File: config.mk
export PLATFORM = sky130hd
export DESIGN_NAME = imem_boot_loader
export DESIGN_NICKNAME = d
export VERILOG_FILES = /design/src/rtl/imem_boot_loader_pkg.sv /design/src/rtl/imem_boot_loader_packer.sv /design/src/rtl/imem_boot_loader.sv
export SDC_FILE = /design/constraint.sdc
export NUM_CORES = 1
export LEC_CHECK = 0
export ABC_CLOCK_PERIOD_IN_PS = 1700
export CELL_PAD_IN_SITES_DETAIL_PLACEMENT = 0
export CELL_PAD_IN_SITES_GLOBAL_PLACEMENT = 1
export CORE_UTILIZATION = 36
export CTS_CLUSTER_DIAMETER = 150
export DETAILED_ROUTE_END_ITERATION = 12
export PLACE_DENSITY_LB_ADDON = 0.1
export SYNTH_ARGS = -nofsm -noshare
export SYNTH_HDL_FRONTEND = slang
export SYNTH_SLANG_ARGS = --single-unit
File: constraint.sdc
create_clock -name clk -period 1.7 [get_ports clk]
set_clock_uncertainty 0.1 [all_clocks]
set_input_delay 0.34 -clock clk [delete_from_list [all_inputs] [get_ports clk]]
set_output_delay 0.34 -clock clk [all_outputs]
set_load 0.005 [all_outputs]
File: src/rtl/imem_boot_loader_pkg.sv
// Shared constants, loader state encoding and helpers for the imem boot loader.
package imem_boot_loader_pkg;

    localparam int unsigned BYTES_PER_WORD   = 4;
    localparam int unsigned INSTRUCTION_SIZE = 32;
    localparam int unsigned IMEM_SIZE        = 1024;

    typedef enum logic [1:0] {
        LOADER_IDLE  = 2'd0,
        LOADER_LOAD  = 2'd1,
        LOADER_DRAIN = 2'd2,
        LOADER_DONE  = 2'd3
    } loader_state_t;

    function automatic logic [INSTRUCTION_SIZE-1:0] be_to_mask(
        input logic [BYTES_PER_WORD-1:0] be
    );
        logic [INSTRUCTION_SIZE-1:0] m;
        m = '0;
        for (int k = 0; k < BYTES_PER_WORD; k++) begin
            m[8*k +: 8] = {8{be[k]}};
        end
        return m;
    endfunction

endpackage

File: src/rtl/imem_boot_loader_packer.sv
// Packs accepted stream bytes little-endian into words with byte enables.
module imem_word_packer
    import imem_boot_loader_pkg::*;
(
    input  logic                        clk,
    input  logic                        reset,
    input  logic                        i_accept,
    input  logic [7:0]                  i_data,
    input  logic                        i_last,
    output logic                        o_flush,
    output logic                        o_word_valid,
    output logic [INSTRUCTION_SIZE-1:0] o_wdata,
    output logic [BYTES_PER_WORD-1:0]   o_be
);

    localparam logic [1:0] LAST_LANE = 2'(BYTES_PER_WORD - 1);

    logic [1:0]                  r_lane;
    logic [INSTRUCTION_SIZE-1:0] r_word;
    logic [BYTES_PER_WORD-1:0]   r_be_acc;
    logic                        r_word_valid;
    logic [INSTRUCTION_SIZE-1:0] r_wdata;
    logic [BYTES_PER_WORD-1:0]   r_be;

    logic [INSTRUCTION_SIZE-1:0] w_word_next;
    logic [BYTES_PER_WORD-1:0]   w_be_next;

    assign w_word_next = r_word | ({24'b0, i_data} << {r_lane, 3'b000});
    assign w_be_next   = r_be_acc | (4'b0001 << r_lane);
    assign o_flush     = i_accept && ((r_lane == LAST_LANE) || i_last);

    // Unwritten lanes stay zero because the accumulator clears on every flush.
    always_ff @(posedge clk) begin
        if (reset) begin
            r_lane       <= 2'd0;
            r_word       <= '0;
            r_be_acc     <= '0;
            r_word_valid <= 1'b0;
            r_wdata      <= '0;
            r_be         <= '0;
        end else begin
            r_word_valid <= o_flush;
            if (o_flush) begin
                r_wdata  <= w_word_next;
                r_be     <= w_be_next;
                r_word   <= '0;
                r_be_acc <= '0;
                r_lane   <= 2'd0;
            end else if (i_accept) begin
                r_word   <= w_word_next;
                r_be_acc <= w_be_next;
                r_lane   <= r_lane + 2'd1;
            end
        end
    end

    assign o_word_valid = r_word_valid;
    assign o_wdata      = r_wdata;
    assign o_be         = r_be;

endmodule

File: src/rtl/imem_boot_loader.sv
// Byte-stream boot loader for the instruction memory; holds the core until loaded.
// Optional LOADER_CHECKSUM_EN adds an XOR checksum of all committed words.
module imem_boot_loader
    import imem_boot_loader_pkg::*;
#(
    parameter int unsigned MEM_SIZE  = IMEM_SIZE,
    parameter logic [31:0] BASE_ADDR = 32'h0
) (
    input  logic        clk,
    input  logic        reset,
    input  logic        start,
    input  logic        s_valid,
    input  logic [7:0]  s_data,
    input  logic        s_last,
    output logic        s_ready,
    output logic        mem_we,
    output logic [31:0] mem_addr,
    output logic [31:0] mem_wdata,
    output logic [3:0]  mem_be,
    output logic        cpu_hold,
    output logic        done,
`ifdef LOADER_CHECKSUM_EN
    output logic [31:0] checksum,
`endif
    output logic        error
);

    localparam logic [32:0] LIMIT = {1'b0, BASE_ADDR} + 33'(MEM_SIZE);

    loader_state_t r_state;
    logic [31:0]   r_word_ptr;
    logic          r_s_ready;
    logic [31:0]   r_mem_addr;
    logic          r_cpu_hold;
    logic          r_done;
    logic          r_error;

    logic          w_accept;
    logic          w_overflow;
    logic          w_pack_accept;
    logic          w_flush;
    logic          w_mem_we;
    logic [31:0]   w_wdata;
    logic [3:0]    w_be;

    assign w_accept      = s_valid && r_s_ready;
    assign w_overflow    = ({1'b0, r_word_ptr} >= LIMIT);
    assign w_pack_accept = w_accept && (r_state == LOADER_LOAD) && !w_overflow;

    imem_word_packer u_packer (
        .clk          (clk),
        .reset        (reset),
        .i_accept     (w_pack_accept),
        .i_data       (s_data),
        .i_last       (s_last),
        .o_flush      (w_flush),
        .o_word_valid (w_mem_we),
        .o_wdata      (w_wdata),
        .o_be         (w_be)
    );

    always_ff @(posedge clk) begin
        if (reset) begin
            r_state    <= LOADER_IDLE;
            r_word_ptr <= BASE_ADDR;
            r_s_ready  <= 1'b0;
            r_mem_addr <= BASE_ADDR;
            r_cpu_hold <= 1'b1;
            r_done     <= 1'b0;
            r_error    <= 1'b0;
        end else begin
            if (w_flush) begin
                r_mem_addr <= r_word_ptr;
                r_word_ptr <= r_word_ptr + 32'd4;
            end
            unique case (r_state)
                LOADER_IDLE: begin
                    if (start) begin
                        r_state   <= LOADER_LOAD;
                        r_s_ready <= 1'b1;
                    end
                end
                LOADER_LOAD: begin
                    if (w_accept) begin
                        if (w_overflow) begin
                            r_error <= 1'b1;
                            if (s_last) begin
                                r_state   <= LOADER_DONE;
                                r_s_ready <= 1'b0;
                            end else begin
                                r_state <= LOADER_DRAIN;
                            end
                        end else if (s_last) begin
                            r_state   <= LOADER_DONE;
                            r_s_ready <= 1'b0;
                        end
                    end
                end
                LOADER_DRAIN: begin
                    if (w_accept && s_last) begin
                        r_state   <= LOADER_DONE;
                        r_s_ready <= 1'b0;
                    end
                end
                LOADER_DONE: begin
                    // The final write is on the bus during the first DONE cycle.
                    if (!r_done) begin
                        r_done     <= 1'b1;
                        r_cpu_hold <= r_error;
                    end
                end
            endcase
        end
    end

`ifdef LOADER_CHECKSUM_EN
    logic [31:0] r_checksum;

    always_ff @(posedge clk) begin
        if (reset) begin
            r_checksum <= '0;
        end else if (w_mem_we) begin
            r_checksum <= r_checksum ^ (w_wdata & be_to_mask(w_be));
        end
    end

    assign checksum = r_checksum;
`endif

    assign s_ready   = r_s_ready;
    assign mem_we    = w_mem_we;
    assign mem_addr  = r_mem_addr;
    assign mem_wdata = w_wdata;
    assign mem_be    = w_be;
    assign cpu_hold  = r_cpu_hold;
    assign done      = r_done;
    assign error     = r_error;

endmodule

==> results of run 1 <==
[worst paths after layout]
| path | to | slack (ps) | cells after the start |
|---|---|---|---|
| worst min-delay path | mem_addr[13] | 290 | 3 |
| worst max register to register | mem_addr[8] | -320 | 7 |
| worst min register to register | mem_addr[27] | 350 | 1 |
| worst max-delay path | mem_addr[8] | -320 | 7 |
[per-stage QoR]
stage	std cells	setup TNS [ps]	setup slack [ps]	instance area (µm²)
global placement	799	-63130	-820	6480
finish	853	-25090	-320	7720
global route	853	-34230	-404	7720
CTS	841	-20860	-276	7350
floorplan	530	-4920	-136	5220
detailed placement	799	-69620	-923	6480
[final cells by class]
type,count,area (µm²),area share
sequential,141,2850,0.369
inverter,9,38.8,0.00503
multi-input combinational,341,2330,0.302
timing repair buffer,154,1640,0.213
clock buffer,22,505,0.0655
tap,176,220,0.0285
clock inverter,10,133,0.0172
[timing repair]
action                                  in CTS  in global routing
cloned                                       2                  5
buffers inserted                             9                  7
endpoints found under the setup margin     163                144
pin swaps                                   10                 18
gates resized for setup                     91                 60
[sequential cells by signal, indices dropped and copies added (netlist names)]
register               count
u_packer.r_word           32
r_word_ptr                30
u_packer.o_wdata          32
done                       1
u_packer.r_be_acc          4
cpu_hold                   1
u_packer.o_word_valid      1
mem_addr                  30
error                      1
u_packer.r_lane            2
u_packer.o_be              4
r_state                    2
s_ready                    1
[cells by family after synthesis]
logic type | Yosys count | synth area share
mux | 11 | 0.0219
compound gates | 89 | 0.111
fa+ha+maj | 11 | 0.0274
flops | 141 | 0.561
xor+xnor | 2 | 0.00348
other cells | 1 | 0.000746
buf+inv | 49 | 0.0458
simple gates | 225 | 0.228
[where the power goes]
part           switching (W)  leakage, nW  internal, W
Clock                0.00137        0.321      0.00254
Combinational       0.000606         2.10     0.000661
Sequential         0.0000749         1.15      0.00343
Total                0.00205         3.57      0.00663
[cells in the mapped netlist, types with 3 or more instances]
cell | number | area share
nor3_1 | 41 | 0.041
clkbuf_1 | 19 | 0.014
o31ai_1 | 5 | 0.0075
nor4_2 | 4 | 0.010
inv_1 | 9 | 0.0067
and3_1 | 3 | 0.0037
buf_4 | 4 | 0.0060
dfxtp_1 | 141 | 0.56
nand3_1 | 5 | 0.0050
clkbuf_2 | 8 | 0.0080
nand2_1 | 4 | 0.0030
buf_2 | 5 | 0.0050
and2_1 | 22 | 0.027
and4_1 | 5 | 0.0087
mux2i_1 | 11 | 0.022
nor2b_1 | 25 | 0.031
ha_1 | 11 | 0.027
or4_1 | 5 | 0.0075
nor2_1 | 103 | 0.077
a21oi_1 | 43 | 0.043
a211oi_1 | 34 | 0.051
[critical path: cells and delay by family, from the launching register on]
kind,cells,cell delay (ps)
and+or+nand+nor,4,980
DFF,1,330
buffers and inverters,2,280
muxes,1,190
[routing by layer]
metal  wire length [µm]  GRT usage  up-vias
met1               6300      0.236     1983
met3                459     0.0458       15
met2               6270      0.285       74
met5                  0          0        -
li1                   -          -     2082
met4                181     0.0703        0
==> summary.txt, run 1 <==
Status
  • Status: complete, but fails checks
  • Failing checks: setup timing

STA
  • WHS: about 290 ps
  • Final worst path period need: 2020 ps
  • Final Hold Viols: 0
  • Unrepaired setup endpoints after global routing: yes
  • Max Fclk: 495 MHz
  • Slew Limit Fails: 0
  • Final worst setup slack: -320 ps
  • # setup viols final: around 120
  • Final worst path period share: 1.19

Placed design
  • Final GP Congestion: ~0.77
  • Final HPWL DP: between 7000 and 8000 µm
  • Input/output buffers: 83

Yosys
  • Prevailing post-synth register cell: dfxtp_1
  • Syn avg cell area: about 9.5 µm²
  • Synth async-reset ratio: 0
  • Flops & latches, synth: around 140
  • Synth Instances: 529
  • Synth Cell Area: around 5000 µm²
  • Ys Warns: 0
  • Synth unique cells: 36
  • Seq/Total Area, Yosys: 0.561
  • Number of flops mapped to enable cells by yosys: 0

Worst setup path
  • CP required: between 1500 and 2000 ps
  • Crit path kind: flop to flop
  • Worst path max stage delay: around 330 ps
  • CP Max Fanout: 7
  • Capturing element type of the critical path: flop
  • Worst setup path startpoint: r_word_ptr[22]
  • Arrival @ worst endpoint: around 2200 ps
  • Reg2reg start: r_word_ptr[22]
  • Startpoint Class: flop
  • Crit path cell chain: nor4_4, and4_4, and4_4, buf_12, buf_6, mux2i_1, nor2_1
  • Cell mode on critical path: and4_4
  • Critical path's slowest cell: dfxtp_2

Worst hold path
  • Class of the worst hold path: input pin to flop
  • Hold Path Origin: reset

Clocking
  • CTS tree: done
  • Clock-pin slew on the worst setup and hold paths: 60 ps
  • Sink Count: approximately 140
  • Max Buffers Root-to-Sink: 2
  • CTS Hold Bufs: 0
  • Cts bufs inserted: 17
  • CTS root buf: clkbuf_16
  • Worst skew pair latency: around 410 ps
  • H-tree level count: 4

Routing
  • # DRC: 0
  • DR vias: 4,154
  • WL final: between 10,000 and 15,000 µm
  • Drt pass-1 iters: 4
  • ANT nets after route: 0
  • DR WL/cell: 15.5 µm
  • Drt via density: ~4.9
  • DRT iter0 DRCs: approximately 210

Floorplanning
  • Chip Height: ~120 µm
  • Die W: 120 µm
  • Core area: 13,500 µm²
  • Core Rows: 42
  • Die area: around 14,000 µm²
  • IO Count: between 80 and 90
  • Initial Utilization: 0.374

GRT
  • Antenna violations before repair: 0
  • Largest net degree at the start of global routing: 83
  • Vias in the first global route: ~4,000
  • Gr ovfl total: 0
  • GR Util All Layers: 0.181
  • Global-route wire length before repair: 20,100 µm

Cells and area
  • Area growth, synth to finish: 53.5%
  • Fillers: about 1,200
  • Ant. Diodes: 0
  • Final net count: around 700
  • Core Util, Final: 0.574
  • Share of layout cells above drive strength 1: 0.275
  • Most frequent cells in the layout: dfxtp_1 (124), nor2_1 (93), dlygate4sd2_1 (43)
  • Most common cell after layout, fill and taps aside: dfxtp_1

Power and ir drop
  • P per Cell Area: about 1100 nW/µm²
  • Final total power: about 0.0087 W
  • VDD IR-drop max: a little under 800 µV
  • Leakage: approximately 3.6 nW

Flow run
  • # Max-Cap Violations: 0
No activity file was read; power rests on OpenSTA's default activity.
==> inputs of run 2 (changes only) <==
--- a/config.mk
+++ b/config.mk
@@ -11,7 +11,8 @@
 export CORE_UTILIZATION = 36
 export CTS_CLUSTER_DIAMETER = 150
 export DETAILED_ROUTE_END_ITERATION = 12
-export PLACE_DENSITY_LB_ADDON = 0.1
+export PLACE_DENSITY = 0.86
+export REMOVE_ABC_BUFFERS = 1
 export SYNTH_ARGS = -nofsm -noshare
 export SYNTH_HDL_FRONTEND = slang
 export SYNTH_SLANG_ARGS = --single-unit
==> run 2 against run 1 <==
The flow still finishes with violations (setup timing); global-route usage grew 0.31 points; final area grew 0.92%; sequential share of layout area shrank 0.37 points; first-iteration DRC count grew 17%; routed wire length grew 4.8%; worst hold slack lost 130 ps; via count grew 4.0%; clock-buffer cell count shrank 1; worst setup slack gained 20 ps; critical path depth grew 1; critical endpoint is now u_packer.r_word[23].
==> summary.txt, run 2 (synthesized netlist as in run 1, its figures left out) <==
Cells and area
  • Most frequent cells in the layout: dfxtp_1 (124), nor2_1 (96), dlygate4sd2_1 (52)
  • Share of layout cells above drive strength 1: 0.334
  • Ant. Diodes: 0
  • Area growth, synth to finish: 54.9%
  • Final net count: roughly 680
  • Core Util, Final: 0.579
  • Most common cell after layout, fill and taps aside: dfxtp_1

Routing
  • DR WL/cell: roughly 16 µm
  • # DRC: 0
  • DRT iter0 DRCs: between 200 and 250
  • Drt pass-1 iters: 5
  • Drt via density: 5.10
  • DR vias: 4,321
  • ANT nets after route: 0
  • WL final: roughly 14,000 µm

Worst setup path
  • Startpoint Class: flop
  • R2r endpoint: u_packer.r_word[23]
  • CP required: roughly 1900 ps
  • Arrival @ worst endpoint: 2210 ps
  • Crit path cell chain: nor4_4, and4_4, buf_6, nand4_4, buf_4, nand2b_4, clkbuf_16, nor2_1
  • Reg2Reg Depth: 8
  • Capturing element type of the critical path: flop
  • Worst setup path startpoint: r_word_ptr[26]
  • R2R setup slack: -300 ps
  • Crit path kind: flop to flop
  • Worst path max stage delay: about 340 ps
  • Critical path's slowest cell: nor4_4
  • Reg2reg start: r_word_ptr[26]
  • CP Max Fanout: 7

Clocking
  • CTS tree: done
  • Worst skew pair latency: between 400 and 500 ps
  • Cts bufs inserted: 17
  • Clock-pin slew on the worst setup and hold paths: about 60 ps
  • Sink Count: ~140
  • H-tree level count: 4
  • Max Buffers Root-to-Sink: 2
  • CTS root buf: clkbuf_16

GRT
  • Antenna violations before repair: 0
  • Vias in the first global route: 4,156
  • GR Util All Layers: 0.184
  • Gr ovfl total: 0
  • Largest net degree at the start of global routing: 39
  • Global-route wire length before repair: 20,600 µm

STA
  • Unrepaired setup endpoints after global routing: yes
  • # setup viols final: between 100 and 150
  • Final worst path period need: roughly 2000 ps
  • Max Fclk: around 500 MHz
  • Final worst path period share: 1.18
  • Slew Limit Fails: 0
  • Setup TNS: -27,430 ps
  • Final Hold Viols: 0
  • Final worst setup slack: -300 ps

Floorplanning
  • Core Rows: 42
  • Die area: approximately 14,000 µm²
  • IO Count: 86
  • Chip Height: 120 µm
  • Die W: ~120 µm
  • Initial Utilization: 0.374
  • Core area: approximately 13,000 µm²

Power and ir drop
  • VDD IR-drop max: 770 µV
  • P per Cell Area: about 1200 nW/µm²
  • Gate power share: 0.157
  • Switching Fraction: 0.235
  • Leakage: 3.50 nW
  • Int Pwr: between 0.006 and 0.007 W
  • Clock power share: 0.456
  • Reg power frac: 0.387
  • Psw: ~0.0021 W

Worst hold path
  • Class of the worst hold path: input pin to flop
  • Hold path depth: 2
  • Worst Hold End: u_packer.o_be[3]
  • Hold Path Origin: reset

Flow run
  • # Max-Cap Violations: 0

Status
  • Status: complete, but fails checks
  • Failing checks: setup timing

Placed design
  • Final HPWL DP: roughly 7800 µm
  • Input/output buffers: 83
  • Final GP Congestion: about 0.76
-- run 2: layout make-up --
class / instances / area (µm²)
Timing Repair Buffer: 148 / 1540
Fill cell: 1094 / 5660
Inverter: 9 / 36.3
Clock inverter: 11 / 186
Multi-Input combinational cell: 341 / 2480
Sequential cell: 141 / 2850
Clock buffer: 21 / 480
Tap cell: 176 / 220
-- run 2: per-stage QoR --
step | hold WS (ps) | cell area [µm²] | cells | worst slack, ps | power (W)
3_5_place_dp | 347 | 6250 | 790 | -536 | 0.00455
4_1_cts | 146 | 7230 | 829 | -282 | 0.00882
6_report | 163 | 7790 | 847 | -300 | 0.00906
3_3_place_gp | 341 | 6250 | 790 | -480 | 0.00450
2_1_floorplan | 309 | 4840 | 490 | -1220 | 0.00401
5_1_grt | 167 | 7790 | 847 | -362 | 0.00940
-- run 2: repair_timing --
action | 4_1_cts | 5_1_grt
hold endpoints to repair | 0 | 0
setup buffers | 4 | 9
pin swaps | 52 | 32
hold buffers | 0 | 0
gates cloned | 4 | 10
endpoints found under the setup margin | 168 | 135
resized for setup | 147 | 79
-- run 2: how the worst max path moves through the flow --
stage,depth (start not counted),end
2_1_floorplan,5,mem_addr[10]
3_3_place_gp,5,r_word_ptr[9]
3_5_place_dp,5,r_word_ptr[7]
4_1_cts,5,r_word_ptr[7]
5_1_grt,7,mem_addr[6]
6_report,8,u_packer.r_word[23]
-- run 2: per-layer routing --
layer  vias to the layer above  part of all wire  global-route usage
li1                       2061                 -                   -
met1                      2083              0.42               0.215
met2                       148              0.51               0.314
met3                        29             0.054              0.0542
met4                         0             0.020              0.0734
met5                         -                 0                   0
-- run 2: power groups by stage --
stage | registers (W) | clock network (W) | logic, W
2_1_floorplan | 0.00356 | 0 | 0.000450
3_3_place_gp | 0.00355 | 0 | 0.000959
3_5_place_dp | 0.00355 | 0 | 0.00100
4_1_cts | 0.00349 | 0.00419 | 0.00114
5_1_grt | 0.00352 | 0.00435 | 0.00153
6_report | 0.00351 | 0.00413 | 0.00142
-- run 2: critical path, delay by kind of cell, from the launching register on --
kind	cells	cell delay [ps]
flip-flops	1	330
AND/OR/NAND/NOR	5	990
buffers and inverters	3	480
==> inputs of run 3 (changes only) <==
--- a/config.mk
+++ b/config.mk
@@ -11,8 +11,10 @@
 export CORE_UTILIZATION = 36
 export CTS_CLUSTER_DIAMETER = 150
 export DETAILED_ROUTE_END_ITERATION = 12
+export GPL_ROUTABILITY_DRIVEN = 0
 export PLACE_DENSITY = 0.86
 export REMOVE_ABC_BUFFERS = 1
+export SLEW_MARGIN = 20
 export SYNTH_ARGS = -nofsm -noshare
 export SYNTH_HDL_FRONTEND = slang
 export SYNTH_SLANG_ARGS = --single-unit
==> results of run 3 <==
No change in the layout: final DEF, timing and power equal those of run 2.
